## config.mk

```make
export PLATFORM = sky130hd
export DESIGN_NAME = eq_mag_comparator
export DESIGN_NICKNAME = d
export VERILOG_FILES = /design/src/rtl/eq_mag_comparator.sv
export SDC_FILE = /design/constraint.sdc
export NUM_CORES = 1
export LEC_CHECK = 0
export ABC_AREA = 1
export BUFFER_PORTS_ARGS = -buffer_cell sky130_fd_sc_hd__clkbuf_2
export CAP_MARGIN = 20
export CORE_AREA = 4 4 41 43
export CTS_CLUSTER_DIAMETER = 100
export DETAILED_ROUTE_END_ITERATION = 12
export DIE_AREA = 0 0 45 47
export SYNTH_ARGS = -nofsm -noshare
export SYNTH_HDL_FRONTEND = slang
export SYNTH_SLANG_ARGS = --single-unit
```

## constraint.sdc

```tcl
create_clock -name clk -period 1 [get_ports clk]
set_input_delay 0.05 -clock clk [delete_from_list [all_inputs] [get_ports clk]]
set_output_delay 0.05 -clock clk [all_outputs]
set_load 0.02 [all_outputs]
```

## src/rtl/eq_mag_comparator.sv

```systemverilog
`default_nettype none
// ============================================================================
//  Module   : eq_mag_comparator
//  Purpose  : Registered equality / magnitude comparator with valid strobe.
//             z = (x == y); lt / gt give unsigned or two's-complement order.
//             One cycle of latency, accepts a new compare every cycle.
//  Revision : 1.0  initial release
// ============================================================================
module eq_mag_comparator #(
   parameter int WIDTH  = 1,
   parameter bit SIGNED = 1'b0
) (
   input  logic             clk,
   input  logic             rst,
   input  logic             in_valid,
   input  logic [WIDTH-1:0] x,
   input  logic [WIDTH-1:0] y,
   output logic             out_valid,
   output logic             z,
   output logic             lt,
   output logic             gt
);

   localparam int MSB = WIDTH - 1;

   // Ordering keys. A two's-complement order equals the unsigned order of the
   // operands with their sign bit inverted, so the signed case is folded onto
   // a single unsigned magnitude compare.
   logic [WIDTH-1:0] x_key;
   logic [WIDTH-1:0] y_key;

   generate
      if (SIGNED) begin : g_signed
         localparam logic [WIDTH-1:0] SIGN_FLIP = WIDTH'(1) << MSB;
         assign x_key = x ^ SIGN_FLIP;
         assign y_key = y ^ SIGN_FLIP;
      end else begin : g_unsigned
         assign x_key = x;
         assign y_key = y;
      end
   endgenerate

   logic eq_now;
   logic lt_now;
   logic gt_now;

   // Combinational compare straight from the ports; exactly one flag is set.
   always_comb begin
      eq_now = (x == y);
      lt_now = (x_key < y_key);
      gt_now = !eq_now && !lt_now;
   end

   // Result registers: reset clears all, valid loads, otherwise flags hold.
   always_ff @(posedge clk) begin
      if (rst) begin
         out_valid <= 1'b0;
         z         <= 1'b0;
         lt        <= 1'b0;
         gt        <= 1'b0;
      end else begin
         out_valid <= in_valid;
         if (in_valid) begin
            z  <= eq_now;
            lt <= lt_now;
            gt <= gt_now;
         end
      end
   end

endmodule
`default_nettype wire

```

==> impl_results.html, run 1 <==
<table>
<tr><th>Metric</th><th>Value</th></tr>
<tr><th colspan="2">Clock tree</th></tr>
<tr><td>Clock slew at the register clock pins of the worst setup and hold paths</td><td>40 ps</td></tr>
<tr><td>TritonCTS clock tree</td><td>yes</td></tr>
<tr><td>Post-cts repair resize count</td><td>0</td></tr>
<tr><td>CTS Root Buffer Type</td><td>sky130_fd_sc_hd__clkbuf_4</td></tr>
<tr><td>Skew-Pair Late Insertion Delay</td><td>240 ps</td></tr>
<tr><td>H-tree Lvls</td><td>1</td></tr>
<tr><td>Maximum count of clock buffers along a single path</td><td>2</td></tr>
<tr><td>Sinks on the clock net</td><td>4</td></tr>
<tr><td>TritonCTS buffer count</td><td>3</td></tr>
<tr><th colspan="2">Placement</th></tr>
<tr><td>Number of input and output port buffers inserted</td><td>8</td></tr>
<tr><td>Final Wtd Congestion</td><td>0.657</td></tr>
<tr><td>Instance area at placement</td><td>239 µm²</td></tr>
<tr><td>HPWL reported at the end of detailed placement</td><td>319 µm</td></tr>
<tr><th colspan="2">Logic synthesis</th></tr>
<tr><td>Adder and majority cell fraction of the synthesized area</td><td>0.139</td></tr>
<tr><td>Top-area cell type share of the netlist area</td><td>0.444</td></tr>
<tr><td>Synth Instances</td><td>26</td></tr>
<tr><td>Simple-Gate Fraction of Synth Area</td><td>0.271</td></tr>
<tr><td>Area contributors post-synth</td><td>sky130_fd_sc_hd__dfxtp_1, sky130_fd_sc_hd__inv_1, sky130_fd_sc_hd__nor2_1</td></tr>
<tr><td>Complex-gate fraction of the synthesized area</td><td>0</td></tr>
<tr><td>#FFs+latches synth</td><td>4</td></tr>
<tr><td>Share of synthesized area occupied by flip-flops and latches</td><td>0.444</td></tr>
<tr><td>Number of distinct library cells after synthesis</td><td>5</td></tr>
<tr><td>Synthesized cell area</td><td>180 µm²</td></tr>
<tr><td>Mux cell area share after synthesis</td><td>0</td></tr>
<tr><td>Syn_nets</td><td>33</td></tr>
<tr><td>Largest family of logic cells by synthesized area</td><td>simple AND/OR/NAND/NOR gates</td></tr>
<tr><td>Number of warning messages in the yosys log</td><td>0</td></tr>
<tr><td>Synth Area in XOR/XNOR</td><td>0</td></tr>
<tr><td>Cell type with the highest aggregate area in the netlist</td><td>sky130_fd_sc_hd__dfxtp_1</td></tr>
<tr><td>Syn_area_per_cell</td><td>6.93 µm²</td></tr>
<tr><th colspan="2">Global routing</th></tr>
<tr><td>Overall overflow remaining after global route</td><td>0</td></tr>
<tr><td>Largest net degree at the start of global routing</td><td>8</td></tr>
<tr><td>Vias in the first global route</td><td>183</td></tr>
<tr><td>Antenna violations before repair</td><td>0</td></tr>
<tr><td>Wire length of the first global-routing pass</td><td>669 µm</td></tr>
<tr><td>Global-route total usage across every layer</td><td>0.0522</td></tr>
<tr><th colspan="2">Timing</th></tr>
<tr><td>Highest achievable clock rate</td><td>1270 MHz</td></tr>
<tr><td>Final setup violation count</td><td>0</td></tr>
<tr><td>Max-slew violation count</td><td>0</td></tr>
<tr><td>Post-route clock skew</td><td>0 ps</td></tr>
<tr><td>Unrepaired setup endpoints after global routing</td><td>false</td></tr>
<tr><td>Tcrit/Tclk final</td><td>0.789</td></tr>
<tr><td>Fin Setup TNS</td><td>0 ps</td></tr>
<tr><td>Final period demand of the worst path</td><td>789 ps</td></tr>
<tr><td>Slew at the pin closest to its max-slew limit</td><td>127 ps</td></tr>
<tr><td>Worst slew margin relative to its limit</td><td>0.916</td></tr>
<tr><td>Number of hold violations in the final report</td><td>0</td></tr>
<tr><th colspan="2">Finish</th></tr>
<tr><td>Relative area change from synthesis to final layout</td><td>50.7%</td></tr>
<tr><td>Post-layout net count</td><td>47</td></tr>
<tr><td>Most frequent standard cell in the layout excluding fill and tap cells</td><td>sky130_fd_sc_hd__clkbuf_2</td></tr>
<tr><td>Layout cell share with drive strength beyond 1</td><td>0.289</td></tr>
<tr><td>Final core utilization</td><td>0.209</td></tr>
<tr><td>Final instance area</td><td>272 µm²</td></tr>
<tr><td>Antenna diode count</td><td>0</td></tr>
<tr><td>Most used cells in the layout excluding fill and tap cells</td><td>sky130_fd_sc_hd__clkbuf_2, sky130_fd_sc_hd__inv_1, sky130_fd_sc_hd__nor2_1</td></tr>
<tr><th colspan="2">Power and ir drop</th></tr>
<tr><td>Pwr Density</td><td>1640 mW/mm²</td></tr>
<tr><td>Final Power</td><td>0.444 mW</td></tr>
<tr><td>Leak</td><td>0.165 nW</td></tr>
<tr><td>Highest ir drop seen on vdd</td><td>0.312 mV</td></tr>
<tr><th colspan="2">Route</th></tr>
<tr><td>Routed length per instance</td><td>7.75 µm</td></tr>
<tr><td>Drc violations</td><td>0</td></tr>
<tr><td>Total routed wirelength</td><td>411 µm</td></tr>
<tr><td>Routed Antenna Nets</td><td>0</td></tr>
<tr><td>Via count of the routed design</td><td>173</td></tr>
<tr><td>Number of DRC violations after detailed-routing iteration 0</td><td>6</td></tr>
<tr><td>Average via count per standard cell</td><td>3.26</td></tr>
<tr><td>Number of iterations in the first detailed-routing pass</td><td>2</td></tr>
<tr><th colspan="2">Die</th></tr>
<tr><td>Core ar.</td><td>0.00130 mm²</td></tr>
<tr><td>Io pins</td><td>9</td></tr>
<tr><td>Die Footprint</td><td>0.00212 mm²</td></tr>
<tr><td>Die Span Y</td><td>47 µm</td></tr>
<tr><td>Die Width</td><td>45 µm</td></tr>
<tr><td>Starting density of the core</td><td>0.138</td></tr>
<tr><td>Site Rows</td><td>13</td></tr>
<tr><th colspan="2">Worst setup path</th></tr>
<tr><td>Type of element launching the critical path</td><td>flip-flop</td></tr>
<tr><td>Arrival time worst endpoint</td><td>740 ps</td></tr>
<tr><td>Kind of cell adding the most delay to the critical path</td><td>flip-flops</td></tr>
<tr><td>Crit-path max FO</td><td>2</td></tr>
<tr><td>Worst path slowest cell</td><td>sky130_fd_sc_hd__dfxtp_1</td></tr>
<tr><td>Buffer and inverter count on the worst path</td><td>1</td></tr>
<tr><td>Max incr delay on CP</td><td>330 ps</td></tr>
<tr><td>Endpoint type of the worst setup path</td><td>output port</td></tr>
<tr><td>Type of the worst setup path</td><td>reg2out</td></tr>
<tr><td>Req. time, crit path</td><td>950 ps</td></tr>
<tr><td>CP Cell Sequence</td><td>clkbuf_2</td></tr>
<tr><th colspan="2">Run status</th></tr>
<tr><td>Run status</td><td>complete, no violations</td></tr>
<tr><th colspan="2">Worst hold path</th></tr>
<tr><td>Class of the tightest hold or removal check</td><td>in2reg</td></tr>
<tr><th colspan="2">Flow run</th></tr>
<tr><td>Max capacitance violation total</td><td>0</td></tr>
</table>
-- tightest hold or removal path, cell delays in order --
cell and delay [ps]:
sky130_fd_sc_hd__clkbuf_2 130, sky130_fd_sc_hd__inv_1 60, sky130_fd_sc_hd__nor2_1 30
-- flip-flops by register name, indices dropped and copies added (netlist names) --
register / count
gt: 1
z: 1
lt: 1
out_valid: 1
-- cell usage after synthesis --
master / number
sky130_fd_sc_hd__dfxtp_1: 4
sky130_fd_sc_hd__nor2_1: 7
sky130_fd_sc_hd__nand2_1: 6
sky130_fd_sc_hd__ha_1: 2
sky130_fd_sc_hd__inv_1: 7
-- timing repair --
action,in CTS,in global routing
buffers inserted,0,0
hold endpoints to repair,1,0
setup endpoints to repair,0,0
hold buffers,1,0
-- worst paths after layout --
check                start        end  slack [ps]  depth (start not counted)
hold reg to reg         lt         lt         470                          2
hold / removal    in_valid  out_valid          90                          3
setup reg to reg        gt         gt         450                          2
setup / recovery         z          z         210                          1
-- through the flow --
step / setup slack (ps) / hold slack [ps] / instances
detailed placement: 234 / 225 / 49
finish: 211 / 92.6 / 53
global placement: 258 / 228 / 49
global route: 180 / 123 / 53
CTS: 209 / 85.8 / 53
floorplan: 368 / 121 / 26
-- cell families (layout without fill, tap and decap cells) --
family	Yosys count	count (layout)
buf+inv	7	19
fa+ha+maj	2	2
simple gates	13	13
flops	4	4
-- area by class of cell --
| class | count | area [µm²] |
|---|---|---|
| multi-input cells | 15 | 73.8 |
| well taps | 15 | 18.8 |
| repair buffers | 9 | 50.0 |
| flip-flops and latches | 4 | 80.1 |
| clock buffers | 3 | 22.5 |
| fillers | 159 | 1030 |
| inverters | 7 | 26.3 |
-- layer usage --
metal	share of wire	track usage	up-vias	wire, µm
li1	-	-	96	-
met2	0.38	0.0706	9	156
met3	0.16	0.0575	2	67
met4	0.034	0.0351	0	14
met5	0	0	-	0
met1	0.42	0.0456	66	174
-- report_power, final --
part           leakage, nW  internal [mW]  switching, mW
clock               0.0138          0.134         0.0686
combinational        0.118         0.0263         0.0393
sequential          0.0332          0.171        0.00475
total                0.165          0.332          0.113
Power figures use the tool's default switching activity.
==> run 2, diff against run 1 <==
==> constraint.sdc (replaced) <==
create_clock -name clk -period 0.8 [get_ports clk]
set_input_delay 0.04 -clock clk [delete_from_list [all_inputs] [get_ports clk]]
set_output_delay 0.04 -clock clk [all_outputs]
set_load 0.02 [all_outputs]
==> run 2 against run 1 <==
Worst setup slack worse by 180 ps. Via count up 3.5%. Utilization up 0.38 points. Count of clock-buffer cells in the layout unchanged. Power up 26%. Largest cell class unchanged.
==> impl_results.html, run 2 (synthesis gave the netlist of run 1 again) <==
<table>
<tr><th>Metric</th><th>Value</th></tr>
<tr><th colspan="2">Worst setup path</th></tr>
<tr><td>Endpoint of the worst register-to-register path</td><td>gt</td></tr>
<tr><td>Worst path slowest cell</td><td>sky130_fd_sc_hd__dfxtp_1</td></tr>
<tr><td>Endpoint type of the worst setup path</td><td>output port</td></tr>
<tr><td>Req. time, crit path</td><td>760 ps</td></tr>
<tr><td>Kind of cell adding the most delay to the critical path</td><td>flip-flops</td></tr>
<tr><td>Max incr delay on CP</td><td>330 ps</td></tr>
<tr><td>R2r startpoint</td><td>gt</td></tr>
<tr><td>Type of the worst setup path</td><td>reg2out</td></tr>
<tr><td>Arrival time worst endpoint</td><td>730 ps</td></tr>
<tr><td>Type of element launching the critical path</td><td>flip-flop</td></tr>
<tr><td>Crit-path max FO</td><td>2</td></tr>
<tr><td>R2r setup slk</td><td>240 ps</td></tr>
<tr><td>Buffer and inverter count on the worst path</td><td>1</td></tr>
<tr><td>CP Cell Sequence</td><td>clkbuf_2</td></tr>
<tr><td>Depth of the worst register-to-register path</td><td>2</td></tr>
<tr><th colspan="2">Clock tree</th></tr>
<tr><td>TritonCTS clock tree</td><td>yes</td></tr>
<tr><td>Skew-Pair Late Insertion Delay</td><td>230 ps</td></tr>
<tr><td>H-tree Lvls</td><td>1</td></tr>
<tr><td>CTS Root Buffer Type</td><td>sky130_fd_sc_hd__clkbuf_4</td></tr>
<tr><td>Sinks on the clock net</td><td>4</td></tr>
<tr><td>TritonCTS buffer count</td><td>3</td></tr>
<tr><td>Maximum count of clock buffers along a single path</td><td>2</td></tr>
<tr><td>Clock slew at the register clock pins of the worst setup and hold paths</td><td>40 ps</td></tr>
<tr><td>Setup fix buffers added after clock tree synthesis</td><td>0</td></tr>
<tr><th colspan="2">Placement</th></tr>
<tr><td>Worst slack at placement</td><td>58.6 ps</td></tr>
<tr><td>Number of input and output port buffers inserted</td><td>8</td></tr>
<tr><td>Final Wtd Congestion</td><td>0.643</td></tr>
<tr><td>HPWL reported at the end of detailed placement</td><td>304 µm</td></tr>
<tr><td>Total instance count after detailed placement</td><td>49</td></tr>
<tr><td>Instance area at placement</td><td>239 µm²</td></tr>
<tr><th colspan="2">Worst hold path</th></tr>
<tr><td>Class of the tightest hold or removal check</td><td>in2reg</td></tr>
<tr><td>Origin of the worst min-delay path</td><td>in_valid</td></tr>
<tr><td>Min-Delay Endpoint</td><td>out_valid</td></tr>
<tr><td>Hold path cells</td><td>3</td></tr>
<tr><th colspan="2">Timing</th></tr>
<tr><td>Final setup violation count</td><td>0</td></tr>
<tr><td>Worst slew margin relative to its limit</td><td>0.915</td></tr>
<tr><td>Post-route clock skew</td><td>0 ps</td></tr>
<tr><td>Max-slew violation count</td><td>0</td></tr>
<tr><td>Tcrit/Tclk final</td><td>0.963</td></tr>
<tr><td>Smallest setup slack after layout</td><td>29.6 ps</td></tr>
<tr><td>Number of hold violations in the final report</td><td>0</td></tr>
<tr><td>Unrepaired setup endpoints after global routing</td><td>false</td></tr>
<tr><td>Slew at the pin closest to its max-slew limit</td><td>127 ps</td></tr>
<tr><td>Highest achievable clock rate</td><td>1300 MHz</td></tr>
<tr><td>Post-Route Hold Slack</td><td>79.6 ps</td></tr>
<tr><td>Fin Setup TNS</td><td>0 ps</td></tr>
<tr><td>Final period demand of the worst path</td><td>770 ps</td></tr>
<tr><th colspan="2">Global routing</th></tr>
<tr><td>Largest net degree at the start of global routing</td><td>8</td></tr>
<tr><td>Overall overflow remaining after global route</td><td>0</td></tr>
<tr><td>Antenna violations before repair</td><td>0</td></tr>
<tr><td>Vias in the first global route</td><td>174</td></tr>
<tr><td>Wire length of the first global-routing pass</td><td>648 µm</td></tr>
<tr><td>Global-route total usage across every layer</td><td>0.0498</td></tr>
<tr><th colspan="2">Finish</th></tr>
<tr><td>Number of cells in the finished layout apart from fillers</td><td>53</td></tr>
<tr><td>Final instance area</td><td>277 µm²</td></tr>
<tr><td>Final core utilization</td><td>0.213</td></tr>
<tr><td>Post-layout net count</td><td>47</td></tr>
<tr><td>Antenna diode count</td><td>0</td></tr>
<tr><td>Relative area change from synthesis to final layout</td><td>53.5%</td></tr>
<tr><td>Most used cells in the layout excluding fill and tap cells</td><td>sky130_fd_sc_hd__inv_1, sky130_fd_sc_hd__nor2_1, sky130_fd_sc_hd__nand2_1, sky130_fd_sc_hd__clkbuf_2, sky130_fd_sc_hd__dfxtp_1</td></tr>
<tr><td>Layout cell share with drive strength beyond 1</td><td>0.289</td></tr>
<tr><th colspan="2">Power and ir drop</th></tr>
<tr><td>Design internal power</td><td>0.418 mW</td></tr>
<tr><td>Seq pwr share</td><td>0.395</td></tr>
<tr><td>Combinational fraction of design power</td><td>0.151</td></tr>
<tr><td>Final Power</td><td>0.558 mW</td></tr>
<tr><td>Leak</td><td>0.166 nW</td></tr>
<tr><td>Pwr Density</td><td>2020 mW/mm²</td></tr>
<tr><td>Switching portion of total power</td><td>0.250</td></tr>
<tr><td>Clock share of power</td><td>0.454</td></tr>
<tr><td>Switching pwr</td><td>0.140 mW</td></tr>
<tr><td>Highest ir drop seen on vdd</td><td>0.625 mV</td></tr>
<tr><th colspan="2">Die</th></tr>
<tr><td>Die Span Y</td><td>47 µm</td></tr>
<tr><td>Die Width</td><td>45 µm</td></tr>
<tr><td>Starting density of the core</td><td>0.138</td></tr>
<tr><td>Core ar.</td><td>0.00130 mm²</td></tr>
<tr><td>Io pins</td><td>9</td></tr>
<tr><td>Die Footprint</td><td>0.00212 mm²</td></tr>
<tr><td>Site Rows</td><td>13</td></tr>
<tr><th colspan="2">Route</th></tr>
<tr><td>Total routed wirelength</td><td>374 µm</td></tr>
<tr><td>Number of iterations in the first detailed-routing pass</td><td>1</td></tr>
<tr><td>Via count of the routed design</td><td>179</td></tr>
<tr><td>Average via count per standard cell</td><td>3.38</td></tr>
<tr><td>Routed Antenna Nets</td><td>0</td></tr>
<tr><td>Drc violations</td><td>0</td></tr>
<tr><td>Routed length per instance</td><td>7.06 µm</td></tr>
<tr><td>Number of DRC violations after detailed-routing iteration 0</td><td>0</td></tr>
<tr><th colspan="2">Run status</th></tr>
<tr><td>Run status</td><td>complete, no violations</td></tr>
<tr><th colspan="2">Flow run</th></tr>
<tr><td>Max capacitance violation total</td><td>0</td></tr>
</table>
==> run 2: cell types whose count changed in the layout (fill, tap and decap cells not counted), sizes merged <==
cell    before  now
clkbuf      11    9
buf          0    2
==> run 2: what timing repair did <==
action | CTS | global route
setup endpoints to repair | 0 | 2
hold buffers | 1 | 0
hold endpoints to repair | 1 | 0
gates resized for setup | 0 | 4
==> run 2: cell type report <==
cell class                 instances  area [µm²]
clock buffer                       3        22.5
fill                             163        1020
inverter                           7        26.3
multi-input combinational         15        73.8
sequential                         4        80.1
tap                               15        18.8
timing repair buffer               9        55.1
==> run 2: power by group through the flow <==
stage | Combinational [mW] | Clock [mW] | Sequential (mW)
6_report | 0.0843 | 0.254 | 0.220
5_1_grt | 0.0956 | 0.285 | 0.222
4_1_cts | 0.0826 | 0.269 | 0.220
3_5_place_dp | 0.0784 | 0 | 0.223
3_3_place_gp | 0.0784 | 0 | 0.222
2_1_floorplan | 0.0295 | 0 | 0.239
==> run 2: worst max path at each step <==
stage,startpoint,slack [ps],endpoint,depth (start not counted)
floorplan,gt,170,gt,2
finish,gt,30,gt,1
detailed placement,y,60,z,7
global placement,y,60,z,7
CTS,lt,10,lt,1
global route,gt,1,gt,1
==> run 2: layer usage <==
metal,GRT usage,share of wire,vias up
met1,0.0479,0.45,74
met5,0,0,-
li1,-,-,96
met3,0.0575,0.17,0
met4,0.0351,0,0
met2,0.0593,0.37,9
